### config.mk
export PLATFORM = sky130hd
export DESIGN_NAME = ks_control_unit_flat
export DESIGN_NICKNAME = d
export VERILOG_FILES = /design/src/rtl/ks_control_unit_if.sv /design/src/rtl/ks_control_unit.sv /design/src/flat_wrapper.sv
export SDC_FILE = /design/constraint.sdc
export NUM_CORES = 1
export LEC_CHECK = 0
export CORE_MARGIN = 5
export CORE_UTILIZATION = 50
export DETAILED_ROUTE_END_ITERATION = 6
export GPL_ROUTABILITY_DRIVEN = 0
export GPL_TIMING_DRIVEN = 0
export PLACE_DENSITY = 0.84
export SYNTH_ARGS = -nofsm -noshare
export SYNTH_HDL_FRONTEND = slang
export SYNTH_SLANG_ARGS = --single-unit
### constraint.sdc
create_clock -name clk -period 3.02 [get_ports clk]
set_input_delay 0.604 -clock clk [delete_from_list [all_inputs] [get_ports clk]]
set_output_delay 0.604 -clock clk [all_outputs]
set_load 0.005 [all_outputs]
### src/rtl/ks_control_unit_if.sv
// Opcode type shared by the K&S decoder and controller, plus the controller <-> datapath/RAM bundle.
// The controller drives every strobe and reads back the decoded opcode and the registered flags.
package ks_pkg;
    typedef enum logic [3:0] {
        I_NOP, I_ADD, I_SUB, I_AND, I_OR, I_MOVE, I_LOAD, I_STORE,
        I_BRANCH, I_BZERO, I_BNZERO, I_BNEG, I_BNNEG, I_HALT
    } decoded_instruction_type;
endpackage

interface ks_control_unit_if;
    ks_pkg::decoded_instruction_type decoded_instruction;
    logic       zero_op;
    logic       neg_op;
    logic       unsigned_overflow;
    logic       signed_overflow;
    logic       branch;
    logic       pc_enable;
    logic       ir_enable;
    logic       addr_sel;
    logic       c_sel;
    logic [1:0] operation;
    logic       write_reg_enable;
    logic       flags_reg_enable;
    logic       ram_write_enable;

    modport master (
        input  decoded_instruction, zero_op, neg_op, unsigned_overflow, signed_overflow,
        output branch, pc_enable, ir_enable, addr_sel, c_sel, operation,
               write_reg_enable, flags_reg_enable, ram_write_enable
    );

    modport slave (
        output decoded_instruction, zero_op, neg_op, unsigned_overflow, signed_overflow,
        input  branch, pc_enable, ir_enable, addr_sel, c_sel, operation,
               write_reg_enable, flags_reg_enable, ram_write_enable
    );
endinterface

### src/rtl/ks_control_unit.sv
// Multi-cycle sequencer for the K&S 16-bit datapath: fetch, decode, execute with MEM_WAIT-cycle RAM access.
// Keeps shadow copies of zero/negative because the datapath only presents them for one cycle after an ALU op.
module ks_control_unit #(
    parameter int MEM_WAIT = 1
) (
    input  logic                 clk,
    input  logic                 rst,
    ks_control_unit_if.master    bus,
    output logic                 halted,
    output logic [15:0]          retired
);
    import ks_pkg::*;

    typedef enum logic [2:0] {
        FETCH, DECODE, EXEC_ALU, EXEC_MOVE, EXEC_LOAD, EXEC_STORE, EXEC_BR, HALT
    } state_t;

    localparam logic [2:0] LAST_CNT = 3'(MEM_WAIT - 1);

    state_t     state, state_next;
    logic [2:0] cnt, cnt_next;
    logic       last;
    logic       z_q, n_q;
    logic       capture_q;
    logic       taken;
    logic       retire;
    logic       unused_ovf;

    // Overflow flags are only observed for debug in this revision.
    assign unused_ovf = bus.unsigned_overflow ^ bus.signed_overflow;
    assign last       = (cnt == LAST_CNT);

    // NOTE: state registers use non-blocking assignments so every flop samples pre-edge values.
    always_ff @(posedge clk) begin
        if (rst) begin
            state     <= FETCH;
            cnt       <= '0;
            z_q       <= 1'b0;
            n_q       <= 1'b0;
            capture_q <= 1'b0;
            retired   <= '0;
        end else begin
            state     <= state_next;
            cnt       <= cnt_next;
            capture_q <= (state == EXEC_ALU);
            if (capture_q) begin
                z_q <= bus.zero_op;
                n_q <= bus.neg_op;
            end
            if (retire) retired <= retired + 16'd1;
        end
    end

    // NOTE: every output and next-state value is defaulted before the case so no latch is inferred.
    always_comb begin
        state_next           = state;
        cnt_next             = '0;
        taken                = 1'b0;
        retire               = 1'b0;
        halted               = 1'b0;
        bus.branch           = 1'b0;
        bus.pc_enable        = 1'b0;
        bus.ir_enable        = 1'b0;
        bus.addr_sel         = 1'b1;
        bus.c_sel            = 1'b0;
        bus.operation        = 2'b00;
        bus.write_reg_enable = 1'b0;
        bus.flags_reg_enable = 1'b0;
        bus.ram_write_enable = 1'b0;

        case (state)
            FETCH: begin
                if (last) begin
                    bus.ir_enable = 1'b1;
                    state_next    = DECODE;
                end else begin
                    cnt_next = cnt + 3'd1;
                end
            end
            DECODE: begin
                bus.pc_enable = 1'b1;
                case (bus.decoded_instruction)
                    I_ADD, I_SUB, I_AND, I_OR:                   state_next = EXEC_ALU;
                    I_MOVE:                                      state_next = EXEC_MOVE;
                    I_LOAD:                                      state_next = EXEC_LOAD;
                    I_STORE:                                     state_next = EXEC_STORE;
                    I_BRANCH, I_BZERO, I_BNZERO, I_BNEG, I_BNNEG: state_next = EXEC_BR;
                    I_HALT:                                      state_next = HALT;
                    default:                                     state_next = FETCH;
                endcase
            end
            EXEC_ALU: begin
                bus.write_reg_enable = 1'b1;
                bus.flags_reg_enable = 1'b1;
                case (bus.decoded_instruction)
                    I_ADD:   bus.operation = 2'b01;
                    I_SUB:   bus.operation = 2'b10;
                    I_AND:   bus.operation = 2'b11;
                    default: bus.operation = 2'b00;
                endcase
                state_next = FETCH;
            end
            EXEC_MOVE: begin
                bus.write_reg_enable = 1'b1;
                state_next           = FETCH;
            end
            EXEC_LOAD: begin
                bus.addr_sel = 1'b0;
                bus.c_sel    = 1'b1;
                if (last) begin
                    bus.write_reg_enable = 1'b1;
                    state_next           = FETCH;
                end else begin
                    cnt_next = cnt + 3'd1;
                end
            end
            EXEC_STORE: begin
                bus.addr_sel = 1'b0;
                if (last) begin
                    bus.ram_write_enable = 1'b1;
                    state_next           = FETCH;
                end else begin
                    cnt_next = cnt + 3'd1;
                end
            end
            EXEC_BR: begin
                case (bus.decoded_instruction)
                    I_BRANCH: taken = 1'b1;
                    I_BZERO:  taken = z_q;
                    I_BNZERO: taken = !z_q;
                    I_BNEG:   taken = n_q;
                    I_BNNEG:  taken = !n_q;
                    default:  taken = 1'b0;
                endcase
                bus.branch    = taken;
                bus.pc_enable = taken;
                state_next    = FETCH;
            end
            HALT: begin
                halted = 1'b1;
            end
            default: state_next = FETCH;
        endcase

        // HALT never leaves, so only completed instructions land here.
        retire = (state_next == FETCH) && (state != FETCH) && (state != HALT);
    end
endmodule

### src/flat_wrapper.sv
// flat-port wrapper written by rule: the top's interface ports become plain ports
module ks_control_unit_flat import ks_pkg::*;
#(
    parameter int MEM_WAIT = 1
)
  (clk, rst, halted, retired, bus_decoded_instruction, bus_zero_op, bus_neg_op, bus_unsigned_overflow, bus_signed_overflow, bus_branch, bus_pc_enable, bus_ir_enable, bus_addr_sel, bus_c_sel, bus_operation, bus_write_reg_enable, bus_flags_reg_enable, bus_ram_write_enable);
  ks_control_unit_if bus_i ();
  input  logic clk;
  input  logic rst;
  output logic halted;
  output logic [15:0] retired;
  input wire logic [$bits(bus_i.decoded_instruction)-1:0] bus_decoded_instruction;
  input wire logic [$bits(bus_i.zero_op)-1:0] bus_zero_op;
  input wire logic [$bits(bus_i.neg_op)-1:0] bus_neg_op;
  input wire logic [$bits(bus_i.unsigned_overflow)-1:0] bus_unsigned_overflow;
  input wire logic [$bits(bus_i.signed_overflow)-1:0] bus_signed_overflow;
  output wire logic [$bits(bus_i.branch)-1:0] bus_branch;
  output wire logic [$bits(bus_i.pc_enable)-1:0] bus_pc_enable;
  output wire logic [$bits(bus_i.ir_enable)-1:0] bus_ir_enable;
  output wire logic [$bits(bus_i.addr_sel)-1:0] bus_addr_sel;
  output wire logic [$bits(bus_i.c_sel)-1:0] bus_c_sel;
  output wire logic [$bits(bus_i.operation)-1:0] bus_operation;
  output wire logic [$bits(bus_i.write_reg_enable)-1:0] bus_write_reg_enable;
  output wire logic [$bits(bus_i.flags_reg_enable)-1:0] bus_flags_reg_enable;
  output wire logic [$bits(bus_i.ram_write_enable)-1:0] bus_ram_write_enable;
  assign bus_i.decoded_instruction = bus_decoded_instruction;
  assign bus_i.zero_op = bus_zero_op;
  assign bus_i.neg_op = bus_neg_op;
  assign bus_i.unsigned_overflow = bus_unsigned_overflow;
  assign bus_i.signed_overflow = bus_signed_overflow;
  assign bus_branch = bus_i.branch;
  assign bus_pc_enable = bus_i.pc_enable;
  assign bus_ir_enable = bus_i.ir_enable;
  assign bus_addr_sel = bus_i.addr_sel;
  assign bus_c_sel = bus_i.c_sel;
  assign bus_operation = bus_i.operation;
  assign bus_write_reg_enable = bus_i.write_reg_enable;
  assign bus_flags_reg_enable = bus_i.flags_reg_enable;
  assign bus_ram_write_enable = bus_i.ram_write_enable;
  ks_control_unit #(.MEM_WAIT(MEM_WAIT)) u_core (.clk(clk), .rst(rst), .bus(bus_i), .halted(halted), .retired(retired));
endmodule
==> run_results.csv, run 1 <==
group,metric,value,unit
placed_design,port_buffers,33,
drt,drc,0,
drt,highest_layer,"met4",
sta,timing.slew.headroom,67.11,%
drt,drt-initial-drc-count,33,
cts,cts_max_path_buffers,2,
logic_synthesis,synthDistinctLibCells,40,
cells_and_area,final_layout_size_suffix_gt1_share,7.035,%
drt,avgViaCountPerCell,5.611,
placed_design,place_inst,225,
grt,overflow,0,
grt,grt_max_degree,15,
worst_setup_path,endpoint,"bus_pc_enable",
die,pin_count,37,
worst_setup_path,r2r_setup_slack,0.85,ns
sta,hold_viol,0,
worst_setup_path,reg2reg_from,"u_core.cnt[0]$_SDFF_PP0_",
sta,finalSetupViolations,0,
placed_design,place_area,0.001723,mm²
drt,ant_nets,0,
worst_setup_path,worstPathRequired,2.42,ns
cells_and_area,design_area,0.001748,mm²
die,die_y,62.06,µm
cells_and_area,fillCellCount,200,
sta,clock.fmax,348.5,MHz
sta,finalMaxSlewViolations,0,
drt,vias,1285,
grt,grt_pass1_vias,1249,
drt,wl_met2,1.448,mm
worst_setup_path,crit_path_start,"bus_decoded_instruction[2]",
sta,post-route-min-period,2.870,ns
cts,numCtsBuffers,3,
logic_synthesis,synthFlopType,"dfxtp_1",
drt,met1_length,1.326,mm
power_and_ir_drop,peakVddDrop,0.2729,mV
logic_synthesis,synth_area_per_cell,8.365,µm²
sta,rsz0062_at_grt,"false",
logic_synthesis,synth_xor_area_share,9.049,%
logic_synthesis,async_flop_share,0,%
worst_setup_path,cp_max_fo,6,
cells_and_area,multi_input_area,778.2,µm²
power_and_ir_drop,leakagePower,0.5921,nW
die,coreArea,0.002545,mm²
die,start_util,53.24,%
logic_synthesis,synthAdderAreaFrac,2.770,%
grt,antenna_found_initial,0,
hold_path,min_path_type,"reg2reg",
logic_synthesis,postSynthCellCount,162,
cts,clkSinkCount,25,
logic_synthesis,synth-edff-count,0,
cells_and_area,fin_cells,229,
grt,grt_pass1_wl,5.285,mm
cts,postCtsHoldBufs,0,
cts,cts_tree,"done",
sta,finalSetupTns,0,ns
logic_synthesis,syn-num-nets,175,
grt,track_usage,18.03,%
logic_synthesis,yosysSeqAreaShare,36.93,%
logic_synthesis,synthesis.area,0.001355,mm²
worst_setup_path,reg2reg_to,"u_core.retired[2]$_SDFFE_PP0P_",
worst_setup_path,reg2reg_depth,9,
status,status,"completed",
placed_design,dpl.hpwl,2.340,mm
sta,fin_crit_sh,95.02,%
logic_synthesis,synth_compound_area_share,18.65,%
cts,h-tree-depth,1,
logic_synthesis,yosys_warnings,0,
drt,routedWlPerCell,13.55,µm
cells_and_area,fin_nets,213,
sta,fin_worst_skew,0.006600,ns
power_and_ir_drop,cellPowerDensity,357.4,mW/mm²
sta,worstMarginPinSlew,0.4915,ns
cts,clk_latency,0.32,ns
logic_synthesis,synthMuxAreaShare,2.308,%
job,max_cap_viol_count,0,
drt,first_pass_iters,4,
cells_and_area,syn_to_final_growth,28.99,%
cells_and_area,seq_area,500.5,µm²
cells_and_area,n_antenna_cell,0,
worst_setup_path,critPathLaunchType,"primary input",
die,die_w,62.06,µm
drt,wl_met3,258,µm
cts,clk_pin_slew,0.13,ns
cts,clockRootBuffer,"clkbuf_4",
drt,drt_wl_total,3.104,mm
worst_setup_path,arrival,2.27,ns
logic_synthesis,synth_seq_cells,25,
die,fp-row-count,18,
worst_setup_path,worstSetupEndpointType,"output pin",
logic_synthesis,synth_top_family_by_area,"simple AND/OR/NAND/NOR gates",
die,dieArea,0.003851,mm²
worst_setup_path,crit_type,"in2out",
logic_synthesis,synthSimpleGateAreaFrac,24.65,%
-- critical path, cell delays in order --
cell,delay [ns]
clkdlybuf4s50_1,0.50
a311o_2,0.34
a21oi_1,0.17
o21bai_1,0.13
clkdlybuf4s50_1,0.52
-- synthesized netlist by cell type (all sizes together), types with 2 or more instances --
master   number  area, µm²
o21bai        2      15.01
nand3         9      45.04
nand2b        5      31.28
nor2         27      101.4
xnor2        13      113.9
mux2i         2      20.02
dfxtp        25      500.5
inv           7      26.28
a211oi        8      60.06
clkbuf        9      33.78
a21oi         7      38.79
nor3          2      10.01
buf           2      16.26
a2111oi       3      57.56
nand2        10      37.54
and2          2      12.51
nor2b         2      12.51
nand4         4      25.02
ha            3      37.54
and3          3      18.77
-- how the worst min path moves through the flow --
stage | start | depth (start not counted) | slack, ns | to
2_1_floorplan | u_core.cnt[0]$_SDFF_PP0_ | 1 | 0.42 | u_core.cnt[0]$_SDFF_PP0_
3_3_place_gp | u_core.cnt[0]$_SDFF_PP0_ | 1 | 0.43 | u_core.cnt[0]$_SDFF_PP0_
3_5_place_dp | u_core.cnt[0]$_SDFF_PP0_ | 1 | 0.44 | u_core.cnt[0]$_SDFF_PP0_
4_1_cts | u_core.cnt[0]$_SDFF_PP0_ | 1 | 0.46 | u_core.cnt[0]$_SDFF_PP0_
5_1_grt | u_core.cnt[0]$_SDFF_PP0_ | 1 | 0.48 | u_core.cnt[0]$_SDFF_PP0_
6_report | u_core.cnt[0]$_SDFF_PP0_ | 1 | 0.46 | u_core.cnt[0]$_SDFF_PP0_
-- state kept, by name, summed over array words and instances, names as in the netlist --
| register | count |
|---|---|
| u_core.capture_q | 1 |
| u_core.cnt | 3 |
| u_core.n_q | 1 |
| u_core.retired | 16 |
| u_core.state | 3 |
| u_core.z_q | 1 |
-- final cells by class --
class,count,area share (%)
clock buffers,3,1.288
clock inverters,1,0.2863
repair buffers,33,18.75
multi-input cells,119,44.52
plain buffers,11,2.863
flip-flops and latches,25,28.63
well taps,30,2.147
inverters,7,1.503
-- cell usage in the layout (no fill, tap or decap), drive strengths merged, types with 2 or more instances in the layout --
cell type / netlist / final
ha: 3 / 3
a2111oi: 3 / 3
nand2: 10 / 10
nand3: 9 / 9
a21oi: 7 / 7
nand2b: 5 / 5
nor3: 2 / 2
nor2b: 2 / 2
mux2i: 2 / 2
and2: 2 / 2
dlygate4sd2: 0 / 2
xnor2: 13 / 13
nor2: 27 / 27
buf: 2 / 2
o21bai: 2 / 2
clkbuf: 9 / 12
dfxtp: 25 / 25
nand4: 4 / 4
a211oi: 8 / 8
clkdlybuf4s50: 0 / 31
inv: 7 / 7
and3: 3 / 3
-- through the flow --
| step | hold WS (ns) | setup WS, ns | total power, mW | util (%) |
|---|---|---|---|---|
| after floorplan | 0.4173 | 0.8697 | 0.4251 | - |
| after global placement | 0.4273 | -0.05377 | 0.4782 | 67.70 |
| after detailed placement | 0.4389 | -0.09125 | 0.4836 | 67.70 |
| after CTS | 0.4574 | 0.1427 | 0.6303 | 68.68 |
| after global routing | 0.4850 | 0.02970 | 0.6608 | 68.68 |
| final | 0.4555 | 0.1504 | 0.6247 | 68.68 |
-- report_power, final --
group	switching, mW	internal [mW]	total, mW
combinational	0.0672	0.0615	0.129
sequential	0.00773	0.339	0.347
clock	0.0993	0.0496	0.149
total	0.174	0.451	0.625
-- what timing repair did --
action,in CTS,in global routing
endpoints found under the setup margin,1,0
gates resized for setup,2,0
buffers inserted,0,0
-- per-layer routing --
metal / GRT usage, % / up-vias
met4: 7.576 / 0
met2: 31.66 / 49
li1: - / 637
met5: 0 / -
met1: 21.08 / 590
met3: 3.719 / 9
-- logic make-up after synthesis --
logic type      Yosys count
simple gates             69
buf+inv                  18
compound gates           30
xor+xnor                 14
flops                    25
fa+ha+maj                 3
mux                       3
Power figures use the tool's default switching activity.
==> inputs of run 2 (changes only) <==
--- a/config.mk
+++ b/config.mk
@@ -5,12 +5,14 @@
 export SDC_FILE = /design/constraint.sdc
 export NUM_CORES = 1
 export LEC_CHECK = 0
-export CORE_MARGIN = 5
+export CORE_ASPECT_RATIO = 1.1
+export CORE_MARGIN = 2
 export CORE_UTILIZATION = 50
 export DETAILED_ROUTE_END_ITERATION = 6
 export GPL_ROUTABILITY_DRIVEN = 0
 export GPL_TIMING_DRIVEN = 0
 export PLACE_DENSITY = 0.84
+export RECOVER_POWER = 100
 export SYNTH_ARGS = -nofsm -noshare
 export SYNTH_HDL_FRONTEND = slang
 export SYNTH_SLANG_ARGS = --single-unit
==> run_results.csv, run 2 (same netlist as run 1, synthesis figures left out) <==
group,metric,value,unit
grt,grt_pass1_wl,5.416,mm
cells_and_area,design_area,0.001700,mm²
cts,cts_setup_buffers,0,
grt,overflow,0,
worst_setup_path,reg2reg_to,"u_core.retired[14]$_SDFFE_PP0P_",
grt,grt.busiest_layer,"met2",
cts,numCtsBuffers,3,
grt,grt_pass1_vias,1257,
cells_and_area,final_layout_size_suffix_gt1_share,3.015,%
cells_and_area,seq_area,500.5,µm²
die,die_y,58.60,µm
worst_setup_path,worstPathRequired,2.42,ns
grt,gr-usage-met3,2.030,%
placed_design,dp_slack,-0.08063,ns
sta,fin_worst_skew,0.004822,ns
drt,routedWlPerCell,13.84,µm
sta,timing.hold.ws,0.4597,ns
power_and_ir_drop,power,617.4,µW
cells_and_area,reg.largest.list,"u_core.retired x16, u_core.cnt x3, u_core.state x3",
die,start_util,53.27,%
cts,clk_latency,0.33,ns
cells_and_area,layout_commonest_cell,"nor2_1",
grt,track_usage,22.80,%
hold_path,min_path_type,"reg2reg",
power_and_ir_drop,peakVddDrop,0.3112,mV
drt,drt_wl_total,3.183,mm
status,status,"completed",
cts,cts_tree,"done",
sta,post-route-min-period,2.878,ns
die,die_w,53.64,µm
hold_path,hp-start,"u_core.cnt[0]$_SDFF_PP0_",
drt,vias,1276,
placed_design,place_area,0.001724,mm²
drt,drc,0,
drt,drt-initial-drc-count,36,
cts,clockRootBuffer,"clkbuf_4",
die,coreArea,0.002544,mm²
worst_setup_path,critPathLaunchType,"primary input",
die,dieArea,0.003143,mm²
cells_and_area,largest_reg_flops,16,
sta,worstMarginPinSlew,0.5678,ns
grt,grt_max_degree,14,
worst_setup_path,arrival,2.27,ns
cells_and_area,final_cell_mix,"nor2_1 (27), dlygate4sd3_1 (26), dfxtp_1 (25)",
cells_and_area,fin_nets,213,
sta,fin_ws,0.1421,ns
sta,hold_viol,0,
cells_and_area,fillCellCount,226,
worst_setup_path,reg2reg_from,"u_core.cnt[0]$_SDFF_PP0_",
sta,timing.slew.headroom,61.17,%
cells_and_area,top_register,"u_core.retired",
drt,first_pass_iters,4,
sta,rsz0062_at_grt,"false",
die,pin_count,37,
sta,fin_crit_sh,95.29,%
hold_path,holdPathStages,1,
cts,h-tree-depth,1,
sta,clock.fmax,347.5,MHz
placed_design,dpl.hpwl,2.311,mm
drt,avgViaCountPerCell,5.548,
worst_setup_path,cp_max_fo,6,
hold_path,min_to,"u_core.cnt[0]$_SDFF_PP0_",
sta,finalSetupTns,0,ns
sta,finalSetupViolations,0,
drt,ant_nets,0,
worst_setup_path,worstSetupEndpointType,"output pin",
cts,clkSinkCount,25,
job,max_cap_viol_count,0,
grt,met2_usage,40.74,%
cells_and_area,n_antenna_cell,0,
placed_design,port_buffers,33,
sta,finalMaxSlewViolations,0,
cells_and_area,syn_to_final_growth,25.48,%
worst_setup_path,r2r_setup_slack,0.72,ns
cells_and_area,multi_input_area,739.5,µm²
grt,antenna_found_initial,0,
cts,cts_max_path_buffers,2,
power_and_ir_drop,leakagePower,0.6616,nW
worst_setup_path,reg2reg_depth,9,
die,fp-row-count,19,
cts,clk_pin_slew,0.13,ns
worst_setup_path,crit_type,"in2out",
grt,gr-usage-met1,27.08,%
power_and_ir_drop,cellPowerDensity,363.1,mW/mm²
-- run 2: cell types whose count changed in the layout (fill, tap and decap cells not counted), moves of 2 or more --
| cell | before | now |
|---|---|---|
| clkdlybuf4s50_1 | 31 | 5 |
| dlygate4sd3_1 | 0 | 26 |
| clkbuf_1 | 9 | 12 |
| a2111oi_0 | 0 | 3 |
| a2111oi_2 | 2 | 0 |
-- run 2: where the power goes --
group | leakage, nW | internal (mW) | switching, mW
registers | 0.202 | 0.339 | 0.00770
clock network | 0.0150 | 0.0519 | 0.100
logic | 0.445 | 0.0540 | 0.0643
-- run 2: worst max path at each step --
stage	start	endpoint	slack, ns	cells past startpoint
finish	bus_decoded_instruction[2]	bus_pc_enable	0.14	5
detailed placement	bus_decoded_instruction[1]	bus_pc_enable	-0.08	6
global placement	bus_decoded_instruction[1]	bus_pc_enable	-0.06	6
floorplan	bus_decoded_instruction[2]	u_core.retired[14]$_SDFFE_PP0P_	0.87	6
CTS	bus_decoded_instruction[2]	bus_pc_enable	0.14	5
global route	bus_decoded_instruction[2]	bus_pc_enable	0.03	5
-- run 2: final cells by class --
| class | instances | area share, % |
|---|---|---|
| multi-input combinational | 119 | 43.49 |
| buffer | 11 | 2.428 |
| clock buffer | 4 | 1.545 |
| tap | 31 | 2.281 |
| timing repair buffer | 33 | 19.28 |
| sequential | 25 | 29.43 |
| inverter | 7 | 1.545 |
-- run 2: critical path, stage by stage --
cell,delay (ns)
clkdlybuf4s50_1,0.52
a311o_2,0.35
a21oi_1,0.17
o21bai_1,0.12
clkdlybuf4s50_1,0.51
-- run 2: what timing repair did --
item | in CTS | in global routing
gates resized for setup | 2 | 0
setup endpoints to repair | 1 | 0
hold buffers | 0 | 0
-- run 2: per-stage QoR --
step                util, %  cells
floorplan                 -    162
global placement      67.78    226
detailed placement    67.78    226
CTS                   68.72    230
global route          66.85    230
finish                66.85    230
-- run 2: layer usage --
metal	up-vias	wire length, µm
met5	-	0
met4	0	86
met3	9	161
met2	45	1549
met1	585	1386
li1	637	-
